**src/rtl/eth_rx_parser.sv**
```systemverilog
// Receive-side parser for the Ethernet control link: splits MAC byte stream into
// parameter packets (gaze + thresholds) and indexed pixel payload for frame writes.
module eth_rx_parser (
  input  logic        i_clk,
  input  logic        i_rst,
  input  logic [7:0]  i_rx_data,
  input  logic        i_rx_valid,
  input  logic        i_rx_sof,
  input  logic        i_rx_last,
  input  logic        i_rx_param_flag,
  output logic [10:0] o_gaze_x,
  output logic [10:0] o_gaze_y,
  output logic [23:0] o_tres_1,
  output logic [23:0] o_tres_2,
  output logic [23:0] o_tres_3,
  output logic        o_param_valid,
  output logic [7:0]  o_pix_data,
  output logic        o_pix_valid,
  output logic        o_pix_last,
  output logic [7:0]  o_row_number,
  output logic [14:0] o_pix_index,
  output logic        o_err
);

  localparam int unsigned BYTE_W      = 8;
  localparam int unsigned PARAM_BYTES = 12;
  localparam int unsigned SHIFT_W     = (PARAM_BYTES - 1) * BYTE_W;
  localparam int unsigned CNT_W       = 4;
  localparam int unsigned LEN_W       = 15;

  typedef enum logic [2:0] {
    IDLE,
    PARAM,
    HDR,
    PAYLOAD,
    DROP
  } state_t;

  // On-wire layout of a parameter packet, MSB first
  typedef struct packed {
    logic        rsvd_x;
    logic [10:0] gaze_x;
    logic        rsvd_y;
    logic [10:0] gaze_y;
    logic [23:0] tres_1;
    logic [23:0] tres_2;
    logic [23:0] tres_3;
  } param_t;

  state_t             state;
  logic [SHIFT_W-1:0] shreg;
  logic [CNT_W-1:0]   cnt;
  logic [LEN_W-1:0]   len;
  logic [LEN_W-1:0]   idx;

  param_t             pkt;
  logic [LEN_W-1:0]   hdr_len;
  logic               unused_rsvd;

  // Bytes 0..10 live in shreg; the current byte completes the 96-bit view
  assign pkt         = {shreg, i_rx_data};
  assign hdr_len     = {len[LEN_W-1:BYTE_W], i_rx_data};
  assign unused_rsvd = pkt.rsvd_x ^ pkt.rsvd_y;

  always_ff @(posedge i_clk) begin
    if (i_rst) begin
      state         <= IDLE;
      shreg         <= '0;
      cnt           <= '0;
      len           <= '0;
      idx           <= '0;
      o_gaze_x      <= '0;
      o_gaze_y      <= '0;
      o_tres_1      <= '0;
      o_tres_2      <= '0;
      o_tres_3      <= '0;
      o_param_valid <= 1'b0;
      o_pix_data    <= '0;
      o_pix_valid   <= 1'b0;
      o_pix_last    <= 1'b0;
      o_row_number  <= '0;
      o_pix_index   <= '0;
      o_err         <= 1'b0;
    end else begin
      o_param_valid <= 1'b0;
      o_pix_valid   <= 1'b0;
      o_pix_last    <= 1'b0;
      o_err         <= 1'b0;

      if (i_rx_valid) begin
        if (i_rx_sof) begin
          // A sof always restarts parsing; an open packet is reported as aborted
          o_err <= (state != IDLE) || i_rx_last;
          cnt   <= CNT_W'(1);
          len   <= '0;
          idx   <= '0;
          if (i_rx_last) begin
            state <= IDLE;
          end else if (i_rx_param_flag) begin
            shreg <= pkt[SHIFT_W-1:0];
            state <= PARAM;
          end else begin
            o_row_number <= i_rx_data;
            state        <= HDR;
          end
        end else begin
          unique case (state)
            IDLE: begin
            end

            PARAM: begin
              shreg <= pkt[SHIFT_W-1:0];
              if (cnt == CNT_W'(PARAM_BYTES - 1)) begin
                if (i_rx_last) begin
                  o_gaze_x      <= pkt.gaze_x;
                  o_gaze_y      <= pkt.gaze_y;
                  o_tres_1      <= pkt.tres_1;
                  o_tres_2      <= pkt.tres_2;
                  o_tres_3      <= pkt.tres_3;
                  o_param_valid <= 1'b1;
                  state         <= IDLE;
                end else begin
                  state <= DROP;
                end
              end else if (i_rx_last) begin
                o_err <= 1'b1;
                state <= IDLE;
              end else begin
                cnt <= cnt + CNT_W'(1);
              end
            end

            HDR: begin
              if (cnt == CNT_W'(1)) begin
                len <= {i_rx_data[BYTE_W-2:0], BYTE_W'(0)};
                cnt <= CNT_W'(2);
                if (i_rx_last) begin
                  o_err <= 1'b1;
                  state <= IDLE;
                end
              end else begin
                len <= hdr_len;
                idx <= '0;
                if (i_rx_last) begin
                  // Zero length ending on byte 2 is a legal empty packet
                  o_err <= (hdr_len != '0);
                  state <= IDLE;
                end else if (hdr_len == '0) begin
                  state <= DROP;
                end else begin
                  state <= PAYLOAD;
                end
              end
            end

            PAYLOAD: begin
              o_pix_data  <= i_rx_data;
              o_pix_valid <= 1'b1;
              o_pix_index <= idx;
              if (idx == len - LEN_W'(1)) begin
                if (i_rx_last) begin
                  o_pix_last <= 1'b1;
                  state      <= IDLE;
                end else begin
                  state <= DROP;
                end
              end else if (i_rx_last) begin
                o_err <= 1'b1;
                state <= IDLE;
              end else begin
                idx <= idx + LEN_W'(1);
              end
            end

            DROP: begin
              if (i_rx_last) begin
                o_err <= 1'b1;
                state <= IDLE;
              end
            end

            default: state <= IDLE;
          endcase
        end
      end
    end
  end

endmodule

```
**config.mk**
```make
export PLATFORM = sky130hd
export DESIGN_NAME = eth_rx_parser
export DESIGN_NICKNAME = d
export VERILOG_FILES = /design/src/rtl/eth_rx_parser.sv
export SDC_FILE = /design/constraint.sdc
export NUM_CORES = 1
export LEC_CHECK = 0
export BUFFER_PORTS_ARGS = -buffer_cell sky130_fd_sc_hd__clkbuf_2
export CELL_PAD_IN_SITES_DETAIL_PLACEMENT = 1
export CELL_PAD_IN_SITES_GLOBAL_PLACEMENT = 2
export CORE_ASPECT_RATIO = 1.4
export CORE_MARGIN = 3
export CORE_UTILIZATION = 33
export DETAILED_ROUTE_END_ITERATION = 12
export GPL_TIMING_DRIVEN = 0
export HOLD_SLACK_MARGIN = 0.02
export PLACE_DENSITY_LB_ADDON = 0.08
export SYNTH_ARGS = -nofsm -noshare
export SYNTH_HDL_FRONTEND = slang
export SYNTH_SLANG_ARGS = --single-unit
```
**constraint.sdc**
```tcl
create_clock -name i_clk -period 4.1 [get_ports i_clk]
set_clock_uncertainty 0.2 [all_clocks]
set_input_delay 0.41 -clock i_clk [delete_from_list [all_inputs] [get_ports i_clk]]
set_output_delay 0.41 -clock i_clk [all_outputs]
set_load 0.005 [all_outputs]
```
==> flow_summary.ini, run 1 <==
[min_path]
hp-class = in -> reg

[pwr]
power_switching_uw = 1220
cellPowerDensity_mw_per_mm2 = 436
power.leakage_uw = 0.00430
p_int_uw = 4060
p_comb_share_pct = 4.6
vdd_drop_max_v = 0.000266
p_clk_share_pct = 48.3
pwr-share-seq_pct = 47.0
swShare_pct = 23.1
total_power_uw = 5270

[clock_tree]
clock-sinks = 253
cts_tree = yes
htreeDepth = 1
clockBufferDepth = 3
cts-root-buf = clkbuf_16
clkLatencyLatePin_ns = 0.56
cts.clk_slew.worst_paths_ns = 0.06
cts_buffers = 28
cts_setup_buffers = 0

[logic_synthesis]
yosys.area.top_type_share_pct = 50.8
synth.area.top_cells = dfxtp_1 51%, nand2_1 17%, a21oi_1 12%
yosysMostFrequentCell = nand2_1
avgSynthCellArea_um2 = 7.82
synth_nets = 1292
yosysUniqueCellTypes = 62
synth_warnings = 0
ys_ff_latch = 253
synth-seq-area-share_pct = 50.8
synth_edf_count = 0
async_flop_share_pct = 0
ys.flop_type = dfxtp_1
syn-cell-area_mm2 = 0.00997
yosysTopAreaCell = dfxtp_1
synthTopCellsByCount = 444 x nand2_1, 253 x dfxtp_1, 232 x a21oi_1, 89 x clkbuf_1, 39 x nor2_1
netlist_instances = 1274

[sta]
finalSetupViolCount = 0
fin_tns_setup_ns = 0
setup_ws_ns = 0.408
timing.final.crit_share_pct = 90.0
tightest_slew_ns = 0.883
min_period_ns = 3.69
slew_violations = 0
final-hold-violation-count = 0
relSlewSlack_pct = 40.9
rsz0062_at_grt = false
max_freq_mhz = 271

[grt]
grt_pass1_wl_mm = 53.2
antenna_found_initial = 0
grt_max_degree = 15
grt_pass1_vias = 9598
grt_usage_pct = 20.3
grt_overflow = 0

[routing]
ant_nets = 0
drt-initial-drc-count = 408
post_drt_wl_per_cell_um = 18.2
drc = 0
via_per_inst = 5.01
routed_wl_mm = 33.6
firstDrtPassIters = 4
num_vias = 9229

[placement]
place.detailed.hpwl_mm = 24.9
post_dp_cell_area_mm2 = 0.0111
pre_cts_slack_ns = 0.133
gp_congestion = 0.828
io_buffer_count = 140

[critical_path]
cp.required_ns = 4.37
worstSetupStartpointType = flop
critical_path.max_fanout = 10
crit_arrival_ns = 3.96
end_kind = flop
setup.worst_path.class = reg -> reg

[run]
max_cap_viol_count = 0

[floorplan]
ios = 143
die_height_um = 212
core-area_mm2 = 0.0294
fp-row-count = 74
die_width_um = 153
initial_utilization_pct = 33.9
die-area_mm2 = 0.0324

[finish]
design_area_mm2 = 0.0121
antennaDiodeCount = 0
layout-drive-gt1-share_pct = 13.5
area_delta_synth_final_pct = 21.3
layout.nets = 1463

[status]
status = completed
-- worst paths after layout --
| check | start | endpoint | slack [ns] | cells past startpoint |
|---|---|---|---|---|
| setup / recovery | len[0] | idx[2] | 0.41 | 12 |
| hold / removal | i_rx_data[7] | shreg[7] | 0.05 | 3 |
| setup reg to reg | len[0] | idx[2] | 0.41 | 12 |
| hold reg to reg | o_tres_1[18] | o_tres_1[18] | 0.25 | 2 |
-- per-stage QoR --
stage / hold slack [ns] / cells / util (%)
after floorplan: 0.232 / 1274 / -
after global placement: 0.242 / 1794 / 37.8
after detailed placement: 0.246 / 1794 / 37.8
after CTS: 0.0332 / 1843 / 41.0
after global routing: 0.0470 / 1843 / 41.1
final: 0.0478 / 1843 / 41.1
-- cells in the final DEF, fill, tap and decap left out, types with 4 or more instances in the layout --
cell | synthesis | layout
a211oi_1 | 5 | 5
a21oi_1 | 232 | 232
a22oi_1 | 7 | 7
a31oi_1 | 4 | 4
and3_1 | 6 | 6
clkbuf_1 | 89 | 94
clkbuf_16 | 0 | 28
clkbuf_2 | 2 | 142
clkbuf_8 | 0 | 8
dfxtp_1 | 253 | 253
ha_1 | 4 | 4
inv_1 | 10 | 10
mux2i_1 | 22 | 22
nand2_1 | 444 | 444
nand2b_1 | 6 | 6
nand3_1 | 21 | 21
nand4_1 | 6 | 6
nor2_1 | 39 | 39
nor3_1 | 9 | 9
nor4_1 | 10 | 9
o211ai_1 | 5 | 5
o21a_1 | 5 | 5
o21ai_0 | 5 | 5
o21ai_1 | 5 | 5
or3_1 | 14 | 14
or4_1 | 5 | 5
xnor2_1 | 12 | 12
xor2_1 | 5 | 5
-- metal layers --
metal	GRT usage (%)	routed length, um	part of all wire [%]	up-vias
met5	0	0	0	-
met4	4.49	536	1.6	0
met3	2.80	1350	4.0	34
met2	39.5	18000	54	149
met1	23.5	13700	41	4463
li1	-	-	-	4583
-- flip-flops by register name (all words and copies together) (netlist names) --
| signal | cells |
|---|---|
| cnt | 4 |
| idx | 15 |
| len | 15 |
| o_err | 1 |
| o_gaze_x | 11 |
| o_gaze_y | 11 |
| o_param_valid | 1 |
| o_pix_data | 8 |
| o_pix_index | 15 |
| o_pix_last | 1 |
| o_pix_valid | 1 |
| o_row_number | 8 |
| o_tres_1 | 24 |
| o_tres_2 | 24 |
| o_tres_3 | 24 |
| shreg | 87 |
| state | 3 |
-- worst max-delay path, cell delays in order (launching register included) --
cell	delay, ns
dfxtp_1	0.30
clkbuf_2	0.16
inv_1	0.08
ha_1	0.25
or4b_1	0.44
clkbuf_2	0.18
nor4_1	0.19
o21ai_0	0.11
or4_4	0.46
nor4_4	0.71
buf_6	0.23
o211ai_1	0.10
a31oi_1	0.19
-- logic make-up (layout without fill, tap and decap cells) --
group | after synthesis | count (layout) | synth area share (%)
xor gates and xnor gates | 18 | 18 | 1.72
and+or+nand+nor | 582 | 582 | 24.6
muxes | 23 | 23 | 2.32
AOI/OAI and AO/OA | 287 | 287 | 15.7
buffers and inverters | 106 | 295 | 4.19
DFF | 253 | 253 | 50.8
adders and majority gates | 5 | 5 | 0.603
-- cell type report --
cell class / instances / area (um^2)
Fill cell: 3686 / 17400
Sequential cell: 253 / 5060
Multi-Input combinational cell: 915 / 4490
Clock buffer: 41 / 830
Timing Repair Buffer: 141 / 711
Tap cell: 380 / 475
Buffer: 96 / 380
Clock inverter: 7 / 103
Inverter: 10 / 37.5
-- power by group through the flow --
stage / logic [uW] / registers [uW] / clock network, uW
3_3_place_gp: 242 / 2530 / 0
2_1_floorplan: 156 / 2530 / 0
4_1_cts: 247 / 2480 / 2620
6_report: 245 / 2480 / 2550
3_5_place_dp: 245 / 2530 / 0
5_1_grt: 270 / 2480 / 2740
-- timing repair --
action	4_1_cts	5_1_grt
endpoints found under the hold margin	1	0
hold buffers	1	0
setup endpoints to repair	0	1
resized for setup	0	1
No activity file was read; power rests on OpenSTA's default activity.
==> run 2, diff against run 1 <==
Settings changed: PLACE_DENSITY_LB_ADDON 0.08 to 0.1.
==> run 2 against run 1 <==
  * Sequential power barely moved
  * Utilization is 0.25 points lower
  * Die area unchanged
  * Design area fell by 0.61%
  * Routed wire length about the same
  * Sequential cell count is the same
  * Via count about the same
  * Largest cell class unchanged
  * Maximum frequency is 2.8% lower
  * First-iteration DRC count shrank 20%
  * Register-to-register slack lost 0.11 ns
  * Sequential share of layout area rose by 0.26 points
==> flow_summary.ini, run 2 (synthesized netlist as in run 1, its figures left out) <==
[status]
status = completed

[floorplan]
fp-row-count = 74
die-area_mm2 = 0.0324
ios = 143
initial_utilization_pct = 33.9
die_width_um = 153
die_height_um = 212
core-area_mm2 = 0.0294

[finish]
layout.nets = 1461
regMostFlops = shreg
nFillCells = 3665
largest_reg_flops = 87
layout-drive-gt1-share_pct = 13.3
layout_commonest_cell = nand2_1
design_area_mm2 = 0.0120
area_delta_synth_final_pct = 20.6
mostFrequentLayoutCells = 444 x nand2_1, 253 x dfxtp_1, 232 x a21oi_1, 142 x clkbuf_2, 95 x clkbuf_1
antennaDiodeCount = 0

[critical_path]
setup.worst_path.class = reg -> reg
r2r-end = idx[2]
endpoint = idx[2]
ff2ff_path_depth = 11
path_cells = clkbuf_2, inv_1, ha_1, or4b_1, clkbuf_2, a2111oi_0, o221ai_1, nor4_4, buf_6, o211ai_1, a31oi_1
critical_path.max_fanout = 10
worst-path-buf-inv = 4
worstSetupStartpoint = len[0]
ff2ff_setup_slack_ns = 0.30
cp.required_ns = 4.36
critical_path_cell_count = 11
cpPeakStageDelay_ns = 0.77
r2r-start = len[0]
crit_family = simple AND/OR/NAND/NOR gates
worstSetupStartpointType = flop
path_common_cell = clkbuf_2
end_kind = flop
slowest_stage = nor4_4
crit_arrival_ns = 4.06

[sta]
slew_violations = 0
tightest_slew_ns = 0.919
fin_tns_setup_ns = 0
max_freq_mhz = 263
min_period_ns = 3.80
timing.final.crit_share_pct = 92.6
rsz0062_at_grt = false
final-hold-violation-count = 0
finalSetupViolCount = 0
relSlewSlack_pct = 38.7

[pwr]
p_int_uw = 3930
total_power_uw = 5130
vdd_drop_max_v = 0.000252
power.leakage_uw = 0.00427
p_clk_share_pct = 46.9
power_switching_uw = 1200
pwr-share-seq_pct = 48.3
p_comb_share_pct = 4.8
swShare_pct = 23.4
cellPowerDensity_mw_per_mm2 = 427

[clock_tree]
cts.clk_slew.worst_paths_ns = 0.06
htreeDepth = 1
clockBufferDepth = 3
cts_buffers = 26
clkLatencyLatePin_ns = 0.54
cts-root-buf = clkbuf_16
cts_tree = yes
clock-sinks = 253

[grt]
grt_pass1_vias = 9637
grt_max_degree = 14
grt_pass1_wl_mm = 53.4
grt_overflow = 0
antenna_found_initial = 0
grt_usage_pct = 20.4

[placement]
gp_congestion = 0.860
place.detailed.hpwl_mm = 24.8
io_buffer_count = 140
post_dp_cell_area_mm2 = 0.0111

[run]
max_cap_viol_count = 0

[routing]
ant_nets = 0
post_drt_wl_per_cell_um = 18.2
routed_wl_mm = 33.6
num_vias = 9225
drc = 0
firstDrtPassIters = 4
via_per_inst = 5.01
drt-initial-drc-count = 328

[min_path]
hp-class = in -> reg
[run 2: cell count changes in the layout (fill, tap and decap cells not counted)]
| cell | before | now |
|---|---|---|
| inv_6 | 0 | 1 |
| clkbuf_1 | 94 | 95 |
| clkbuf_8 | 8 | 7 |
| clkbuf_16 | 28 | 27 |
| clkinv_8 | 1 | 0 |
| bufinv_16 | 2 | 1 |
| inv_8 | 1 | 0 |
| clkinv_2 | 3 | 5 |
[run 2: cell type report]
cell class | count | area [um^2] | area share (%)
Sequential cell | 253 | 5060 | 42.1
Buffer | 96 | 380 | 3.17
Timing Repair Buffer | 141 | 711 | 5.91
Clock inverter | 7 | 63.8 | 0.531
Multi-Input combinational cell | 915 | 4490 | 37.4
Inverter | 10 | 37.5 | 0.312
Clock buffer | 40 | 795 | 6.61
Tap cell | 380 | 475 | 3.96
[run 2: worst min-delay path by stage]
stage	start	to	slack (ns)	cells after the start
after floorplan	shreg[75]	shreg[83]	0.23	2
after CTS	i_rx_data[1]	o_tres_3[1]	0.04	3
after global placement	o_tres_1[3]	o_tres_1[3]	0.24	2
after detailed placement	o_tres_3[11]	o_tres_3[11]	0.25	2
final	i_rx_data[6]	o_tres_3[6]	0.07	3
after global routing	i_rx_data[6]	o_tres_3[6]	0.07	3
[run 2: what timing repair did]
action / CTS / global route
endpoints found under the hold margin: 1 / 0
resized for setup: 0 / 1
setup buffers: 0 / 0
hold buffers: 1 / 0
endpoints found under the setup margin: 0 / 3
[run 2: metrics by stage]
stage               worst slack (ns)  utilization (%)  hold WS, ns  cells
floorplan                       1.04                -        0.232   1274
detailed placement             0.110             37.8        0.247   1794
global route                   0.231             40.8       0.0731   1842
CTS                           0.0271             40.8       0.0425   1842
global placement              0.0962             37.8        0.241   1794
finish                         0.303             40.8       0.0683   1842
[run 2: power by group through the flow]
stage / clock network [uW] / logic, uW / registers, uW
6_report: 2400 / 244 / 2480
5_1_grt: 2580 / 271 / 2480
4_1_cts: 2470 / 247 / 2480
3_5_place_dp: 0 / 245 / 2530
3_3_place_gp: 0 / 242 / 2530
2_1_floorplan: 0 / 156 / 2530
[run 2: worst register-to-register path, delay by kind of cell (launching register included)]
family,cells,cell delay (ns)
simple gates,2,1.22
compound gates,4,1.09
buf+inv,4,0.67
flops,1,0.30
fa+ha+maj,1,0.24
[run 2: metal layers]
layer | routed length (um) | GRT usage [%]
met1 | 13900 | 23.6
met2 | 17800 | 39.2
met3 | 941 | 2.39
met4 | 892 | 6.15
met5 | 0 | 0
